$ cat src/rtl/uart_program_loader.sv
// Program loader: assembles a UART byte stream (16-bit count, then LSB-first words)
// into instruction-memory writes and holds the CPU paused until a start pulse.
module uart_program_loader #(
   parameter int ADDR_W         = 8,
   parameter int MEM_DEPTH      = 256,
   parameter int TIMEOUT_CYCLES = 520800,
   parameter int TO_W           = 20
) (
   input  logic              CLK,
   input  logic              RESET,
   input  logic [7:0]        rx_data,
   input  logic              rx_valid,
   input  logic              start,
   output logic              imem_we,
   output logic [ADDR_W-1:0] imem_addr,
   output logic [15:0]       imem_wdata,
   output logic              cpu_hold,
   output logic              load_led,
   output logic              load_done,
   output logic              load_err,
   output logic [15:0]       prog_len
);

   typedef enum logic [2:0] {CNT_LO, CNT_HI, INS_LO, INS_HI, DONE, RUN} state_t;

   localparam logic [16:0]     DEPTH_L = 17'(MEM_DEPTH);
   localparam logic [TO_W-1:0] TO_LAST = TO_W'(TIMEOUT_CYCLES - 1);

   state_t            state, state_next;
   logic [7:0]        cnt_lo_q;
   logic [7:0]        ins_lo_q;
   logic [15:0]       idx;
   logic [TO_W-1:0]   to_cnt;
   logic [15:0]       count_rx;
   logic [15:0]       word_rx;
   logic [15:0]       idx_inc;
   logic              idx_in_mem;
   logic              timing;
   logic              timeout_hit;

   // A byte arriving in the expiry cycle suppresses the timeout.
   always_comb begin
      count_rx    = {rx_data, cnt_lo_q};
      word_rx     = {rx_data, ins_lo_q};
      idx_inc     = idx + 16'd1;
      idx_in_mem  = ({1'b0, idx} < DEPTH_L);
      timing      = (state == CNT_HI) || (state == INS_LO) || (state == INS_HI);
      timeout_hit = timing && !rx_valid && (to_cnt == TO_LAST);
      state_next  = state;
      load_led    = 1'b0;
      cpu_hold    = 1'b1;
      load_done   = 1'b0;
      case (state)
         CNT_LO: begin
            load_led = 1'b1;
            if (rx_valid) state_next = CNT_HI;
         end
         CNT_HI: begin
            load_led = 1'b1;
            if (rx_valid)         state_next = (count_rx == 16'd0) ? DONE : INS_LO;
            else if (timeout_hit) state_next = CNT_LO;
         end
         INS_LO: begin
            load_led = 1'b1;
            if (rx_valid)         state_next = INS_HI;
            else if (timeout_hit) state_next = CNT_LO;
         end
         INS_HI: begin
            load_led = 1'b1;
            if (rx_valid)         state_next = (idx_inc == prog_len) ? DONE : INS_LO;
            else if (timeout_hit) state_next = CNT_LO;
         end
         DONE: begin
            load_done = 1'b1;
            if (start) state_next = RUN;
         end
         RUN: begin
            cpu_hold  = 1'b0;
            load_done = 1'b1;
         end
         default: state_next = CNT_LO;
      endcase
   end

   always_ff @(posedge CLK or negedge RESET) begin
      if (!RESET) state <= CNT_LO;
      else        state <= state_next;
   end

   always_ff @(posedge CLK or negedge RESET) begin
      if (!RESET) begin
         imem_we    <= 1'b0;
         imem_addr  <= '0;
         imem_wdata <= '0;
         load_err   <= 1'b0;
         prog_len   <= '0;
         cnt_lo_q   <= '0;
         ins_lo_q   <= '0;
         idx        <= '0;
         to_cnt     <= '0;
      end else begin
         imem_we <= 1'b0;
         if (!timing || rx_valid || (state_next != state)) to_cnt <= '0;
         else                                              to_cnt <= to_cnt + 1'b1;
         if (timeout_hit) begin
            load_err <= 1'b1;
            idx      <= '0;
         end
         if (rx_valid) begin
            case (state)
               CNT_LO: begin
                  cnt_lo_q <= rx_data;
                  load_err <= 1'b0;
                  idx      <= '0;
               end
               CNT_HI: begin
                  prog_len <= count_rx;
                  if ({1'b0, count_rx} > DEPTH_L) load_err <= 1'b1;
               end
               INS_LO: ins_lo_q <= rx_data;
               INS_HI: begin
                  // Words beyond the memory are consumed but never written.
                  if (idx_in_mem) begin
                     imem_we    <= 1'b1;
                     imem_addr  <= idx[ADDR_W-1:0];
                     imem_wdata <= word_rx;
                  end
                  idx <= idx_inc;
               end
               default: ;
            endcase
         end
      end
   end

endmodule

$ cat config.mk
export PLATFORM = sky130hd
export DESIGN_NAME = uart_program_loader
export DESIGN_NICKNAME = d
export VERILOG_FILES = /design/src/rtl/uart_program_loader.sv
export SDC_FILE = /design/constraint.sdc
export NUM_CORES = 1
export LEC_CHECK = 0
export ABC_AREA = 0
export BUFFER_PORTS_ARGS = -buffer_cell sky130_fd_sc_hd__buf_2
export CORE_MARGIN = 5
export CORE_UTILIZATION = 65
export CTS_BUF_LIST = sky130_fd_sc_hd__clkbuf_8
export CTS_CLUSTER_DIAMETER = 40
export DETAILED_ROUTE_END_ITERATION = 12
export PLACE_DENSITY_LB_ADDON = 0.05
export SYNTH_ARGS = -nofsm -noshare
export SYNTH_HDL_FRONTEND = slang
export SYNTH_SLANG_ARGS = --single-unit
$ cat constraint.sdc
create_clock -name CLK -period 5.7 [get_ports CLK]
set_clock_uncertainty 0.1 [all_clocks]
set_input_delay 0.57 -clock CLK [delete_from_list [all_inputs] [get_ports CLK]]
set_output_delay 0.57 -clock CLK [all_outputs]
set_load 0.01 [all_outputs]
==> results by group, run 1 <==
Placement
  – Placer Congestion: 0.932
  – DP HPWL: 7.24 mm
  – Inst Count DP: 610
  – PortBufs: 56
  – Post-place instance area: 5060 sq um

Detailed routing
  – Vias per inst: 5.85
  – Routed vias: 3667
  – DRC errors left: 0
  – M1 WL: 4.46 mm
  – Antenna viol nets, final: 0
  – Initial drt markers: 296
  – DR WL/cell: 16.6 um
  – Top Layer Used: met4
  – Met3 wire length: 578 um
  – Met2 wire len: 5.22 mm
  – DRT Pass-1 Iters: 5
  – Wirelength, routed: 10.4 mm

Clock network
  – CTS clk-pin slew, worst paths: 0.10 ns
  – Postcts setup bufs: 0
  – Post-CTS Resized: 0
  – H-tree levels: 3
  – Clock network latency to the later pin of the worst-skew pair: 0.36 ns
  – Root Driver: clkbuf_8
  – Cts bufs inserted: 9
  – TritonCTS clock tree: done
  – CTS Hold Bufs: 1
  – CTS Sinks: between 90 and 100
  – Clock Path Buffers: 2

Logic synthesis
  – Synthesized area: 4790 sq um
  – Register area share after synthesis: 0.507
  – Total number of yosys warnings: 0
  – Avg Cell Area, Syn: 9.99 sq um
  – Post-synthesis instance total: between 400 and 500
  – Cell variety after synth: 56
  – Register bit total from synthesis: 97
  – Post-Syn Nets: 493

Final layout
  – Inserted Diodes: 0
  – Final cell count without fillers: 627
  – Layout cells sized above 1: 0.227
  – Area growth, synth to finish: 10.3%
  – Nets: 537
  – Fillcell total: 581
  – Seq. cell area: 2430 sq um
  – Multi-input logic area: 2180 sq um
  – Fin area: 5280 sq um

Setup path
  – Critical path class: reg2reg
  – Max stage delay cell, worst path: nand3_1
  – Critical path's top delay family: simple AND/OR/NAND/NOR gates
  – R2R setup slack: ~2.7 ns
  – Reg-to-reg startpoint: state[2]
  – CP Buf/Inv Count: 1
  – Endpoint class of the critical path: flop
  – Worst-case reg-to-reg path depth: 6
  – Crit-path cells: inv_1 -> nand4_1 -> nor2_1 -> nand3_1 -> nand2_1 -> o21ai_0
  – CP required: 5.81 ns
  – FF-to-FF End: imem_addr[4]
  – CP Max Fanout: 25
  – Critical Path Start Type: flop
  – Crit path DAT: 3.09 ns
  – Crit-path max cell delay: slightly above 0.7 ns

Power
  – Pleak: 2.47 nW
  – Max VDD drop: 0.201 mV
  – Pwr dens: ~380 nW/um^2

Timing
  – FMAX: 335 MHz
  – Worst-margin pin slew: around 0.95 ns
  – Period utilization: 0.523
  – Fin. Hold Viols: 0
  – Fin Hold WS: between 0.3 and 0.4 ns
  – Relative slew margins: 0.362
  – Slew Limit Fails: 0
  – Final Setup Violations: 0
  – Setup TNS Final: 0 ns
  – Unrepaired setup endpoints after global routing: false
  – Final min period: 2.98 ns

Die
  – Die footprint: approximately 9200 sq um
  – Die H: 95.8 um
  – Core area: 7210 sq um
  – Rows: 31
  – Starting Density: 0.663
  – I/O pin cnt: 57
  – Die width: between 90 and 100 um

Min path
  – Worst Hold End: state[0]
  – Hold path depth: 3
  – Min-Delay Path Class: in2reg
  – Worst hold start: start

GRT
  – Overflow after GRT: 0
  – Initial antenna violation count: 0
  – Largest net degree at the start of global routing: around 80
  – GRT Overall Usage: 0.244
  – Via count of the first global-routing pass: 3567
  – First-pass GRT wire length: between 15 and 20 mm

Flow run
  – Max Cap Viol: 0

Outcome
  – Status: complete, no violations
==> power by group <==
group	internal (W)	leakage [nW]	switching [W]
logic	0.000254	1.10	0.000278
clock network	0.000212	0.104	0.000258
registers	0.000846	1.26	0.000149
==> per-stage QoR <==
step / setup WS [ns] / util / total power, W
5_1_grt: 2.37 / 0.732 / 0.00212
6_report: 2.72 / 0.732 / 0.00200
3_5_place_dp: 2.59 / 0.701 / 0.00154
3_3_place_gp: 2.75 / 0.701 / 0.00153
2_1_floorplan: 3.43 / - / 0.00134
4_1_cts: 2.74 / 0.732 / 0.00201
==> layout make-up <==
type / instances / area share
flip-flops and latches: 97 / 0.460
multi-input cells: 349 / 0.413
repair buffers: 59 / 0.0583
clock buffers: 9 / 0.0235
well taps: 99 / 0.0235
clock inverters: 7 / 0.0164
inverters: 7 / 0.00521
==> worst min-delay path, delay by kind of cell <==
| family | cells | cell delay (ns) |
|---|---|---|
| compound gates | 1 | 0.05 |
| buf+inv | 1 | 0.07 |
| simple gates | 1 | 0.06 |
==> layout by cell type, fill, tap and decap left out, types with 3 or more instances in the layout <==
master / instances
a21oi_1: 17
and2_1: 4
and3_1: 5
and4_1: 5
buf_2: 55
buf_4: 3
clkbuf_8: 9
dfrtp_1: 97
inv_1: 6
mux2_2: 32
nand2_1: 98
nand2b_1: 5
nand3_1: 11
nand3b_1: 3
nand4_1: 7
nor2_1: 39
nor2b_1: 3
nor3_1: 9
nor4_1: 6
o211ai_1: 4
o21ai_0: 24
o22ai_1: 4
or3_1: 3
xnor2_1: 21
xor2_1: 12
==> sequential cells by signal, summed over array words and instances (netlist names) <==
name,count
to_cnt,20
imem_addr,8
state,3
load_err,1
cnt_lo_q,8
imem_wdata,16
ins_lo_q,8
idx,16
prog_len,16
imem_we,1
==> Yosys cell counts (all sizes together) <==
master,instances,area (sq um)
a2111oi,2,42.5
o22ai,4,25.0
or2,2,12.5
and3,6,42.5
nand2,99,374
or3,3,18.8
mux2,32,360
nor3,12,71.3
a41o,1,10.0
dfrtp,97,2430
xnor2,21,184
a31oi,2,12.5
nor2b,3,18.8
o21ai,24,120
a2111o,1,11.3
o221ai,1,8.76
a41oi,1,8.76
nand3b,3,22.5
o2111ai,1,8.76
a211oi,2,15.0
a22oi,1,7.51
clkbuf,16,63.8
o211ai,4,30.0
a22o,1,8.76
nor4b,2,17.5
o22a,1,8.76
nand2b,5,31.3
clkinv,1,5.00
nor3b,2,15.0
o41ai,2,17.5
a21oi,17,85.1
buf,10,95.1
and4,5,43.8
o31ai,2,15.0
nand4b,1,8.76
nand3,12,65.1
inv,6,22.5
and2,4,25.0
nor2,39,146
ha,2,25.0
nand4,9,77.6
nor4,8,71.3
xor2,12,105
==> worst max-delay path by stage <==
| stage | from | endpoint | slack, ns | cells after the start |
|---|---|---|---|---|
| 2_1_floorplan | idx[0] | state[1] | 3.43 | 7 |
| 3_3_place_gp | rx_valid | imem_addr[4] | 2.75 | 6 |
| 3_5_place_dp | rx_valid | imem_addr[4] | 2.59 | 6 |
| 4_1_cts | state[2] | imem_addr[4] | 2.74 | 6 |
| 5_1_grt | state[2] | imem_addr[4] | 2.37 | 6 |
| 6_report | state[2] | imem_addr[4] | 2.72 | 6 |
==> metal layers <==
metal,vias up,GRT usage
li1,1745,-
met1,1802,0.330
met2,107,0.408
met3,13,0.0344
met4,0,0.0794
met5,-,0
==> cell families after synthesis <==
family	share of synthesized area
AO/OA/AOI/OAI	0.0910
XOR/XNOR	0.0604
adder cells (fa/ha/maj)	0.00523
buffers and inverters	0.0390
flip-flops	0.507
multiplexers	0.0753
AND/OR/NAND/NOR	0.222
(Power assumes the default switching activity.)
==> run 2: changes to the inputs <==
--- a/config.mk
+++ b/config.mk
@@ -8,7 +8,7 @@
 export ABC_AREA = 0
 export BUFFER_PORTS_ARGS = -buffer_cell sky130_fd_sc_hd__buf_2
 export CORE_MARGIN = 5
-export CORE_UTILIZATION = 65
+export CORE_UTILIZATION = 60
 export CTS_BUF_LIST = sky130_fd_sc_hd__clkbuf_8
 export CTS_CLUSTER_DIAMETER = 40
 export DETAILED_ROUTE_END_ITERATION = 12
==> constraint.sdc (replaced) <==
create_clock -name CLK -period 3.1 [get_ports CLK]
set_clock_uncertainty 0.1 [all_clocks]
set_input_delay 0.31 -clock CLK [delete_from_list [all_inputs] [get_ports CLK]]
set_output_delay 0.31 -clock CLK [all_outputs]
set_load 0.01 [all_outputs]
==> run 2 against run 1 <==
Clock-buffer cell count increased by 1. Register-to-register slack got worse by 2.2 ns. Critical path type unchanged. Largest power group unchanged. Non-clock buffer count increased by 4. Sequential power increased by 85%.
==> results by group, run 2 (synthesis results as in run 1) <==
GRT
  – Largest net degree at the start of global routing: 53
  – First-pass GRT wire length: 18.6 mm
  – Via count of the first global-routing pass: 3780
  – GRT Overall Usage: 0.234
  – Overflow after GRT: 0
  – Initial antenna violation count: 0

Detailed routing
  – Antenna viol nets, final: 0
  – Wirelength, routed: ~11 mm
  – Vias per inst: 5.77
  – Routed vias: 3656
  – DRC errors left: 0
  – Initial drt markers: 176
  – DR WL/cell: around 17 um
  – DRT Pass-1 Iters: 4

Setup path
  – Critical path class: reg2reg
  – Endpoint class of the critical path: flop
  – CP Max Fanout: 7
  – Crit path DAT: 2.72 ns
  – CP required: 3.23 ns
  – Critical Path Start Type: flop

Final layout
  – Area growth, synth to finish: 11.1%
  – Largest Register: to_cnt
  – Layout cells sized above 1: 0.231
  – Inserted Diodes: 0
  – Util after Layout: 0.684
  – Most common cell after layout, fill and taps aside: nand2_1
  – Max reg flops: 20
  – Most frequent cells in the layout: nand2_1, dfrtp_1, buf_2
  – Nets: 541

Die
  – Rows: 32
  – Starting Density: 0.616
  – Die footprint: about 10000 sq um
  – Die width: 99.3 um
  – I/O pin cnt: 57
  – Die H: 99.3 um
  – Core area: 7770 sq um

Placement
  – PortBufs: 56
  – DP HPWL: ~7.6 mm
  – Placer Congestion: 0.819

Power
  – Pwr Total: 0.00373 W
  – Max VDD drop: 0.423 mV
  – Pleak: 2.50 nW
  – Pwr dens: 702 nW/um^2

Clock network
  – Cts bufs inserted: 9
  – TritonCTS clock tree: done
  – CTS clk-pin slew, worst paths: about 0.1 ns
  – Root Driver: clkbuf_8
  – Post-CTS Resized: 0
  – H-tree levels: 3
  – CTS Sinks: 97
  – Clock network latency to the later pin of the worst-skew pair: 0.37 ns
  – Clock Path Buffers: 2

Flow run
  – Max Cap Viol: 0

Timing
  – Setup TNS Final: 0 ns
  – Slew Limit Fails: 0
  – Final Setup Violations: 0
  – Unrepaired setup endpoints after global routing: false
  – Relative slew margins: 0.508
  – FMAX: 386 MHz
  – Fin. Hold Viols: 0
  – Final min period: 2.59 ns
  – Period utilization: 0.835
  – Worst-margin pin slew: about 0.74 ns

Min path
  – Min-Delay Path Class: in2reg

Outcome
  – Status: complete, no violations
==> run 2: what timing repair did <==
action / in CTS / in global routing
setup endpoints to repair: 0 / 0
hold buffers: 1 / 0
setup buffers: 0 / 0
endpoints found under the hold margin: 50 / 0
==> run 2: per-stage QoR <==
step,cell area [sq um],hold WS (ns),setup slack [ns],cells
3_3_place_gp,5090,0.279,0.663,617
3_5_place_dp,5090,0.287,0.546,617
4_1_cts,5320,0.0421,0.529,634
5_1_grt,5320,0.0615,0.306,634
6_report,5320,0.0507,0.511,634
2_1_floorplan,4790,-0.0856,0.826,479
==> run 2: where the power goes <==
group	switching (W)	total [W]	internal (W)
Combinational	0.000523	0.000997	0.000474
Clock	0.000482	0.000898	0.000417
Sequential	0.000283	0.00184	0.00156
Total	0.00129	0.00373	0.00245
==> run 2: path summary, 6_finish.rpt <==
check | startpoint | end | slack, ns | depth (start not counted)
max in group asynchronous | RESET | to_cnt[19] | 1.72 | 3
min in group asynchronous | RESET | imem_addr[3] | 0.40 | 2
max | idx[0] | state[1] | 0.51 | 7
max reg2reg | idx[0] | state[1] | 0.51 | 7
min reg2reg | imem_wdata[6] | imem_wdata[6] | 0.37 | 2
min | start | state[0] | 0.05 | 3
==> run 2: per-layer routing <==
layer  part of all wire  vias up  track usage  wire [um]
met5                  0        -            0          0
met2               0.52       79        0.405       5560
met1               0.43     1812        0.298       4590
met4              0.014        0       0.0777        154
met3              0.039       16       0.0428        417
li1                   -     1749            -          -
==> run 2: cell type report <==
class                      count  area (sq um)
clock buffer                  10           138
clock inverter                 6          81.3
sequential                    97          2430
fill                         613          2450
tap                          102           128
inverter                       7          27.5
multi-input combinational    349          2180
timing repair buffer          63           338
==> run 2: critical path, stage by stage, from the launching register on <==
cell       delay (ns)
dfrtp_1          0.48
ha_1             0.35
nand2_2          0.10
nor4_4           0.40
and3_4           0.27
o2111ai_1        0.15
a2111oi_2        0.44
a41oi_1          0.17
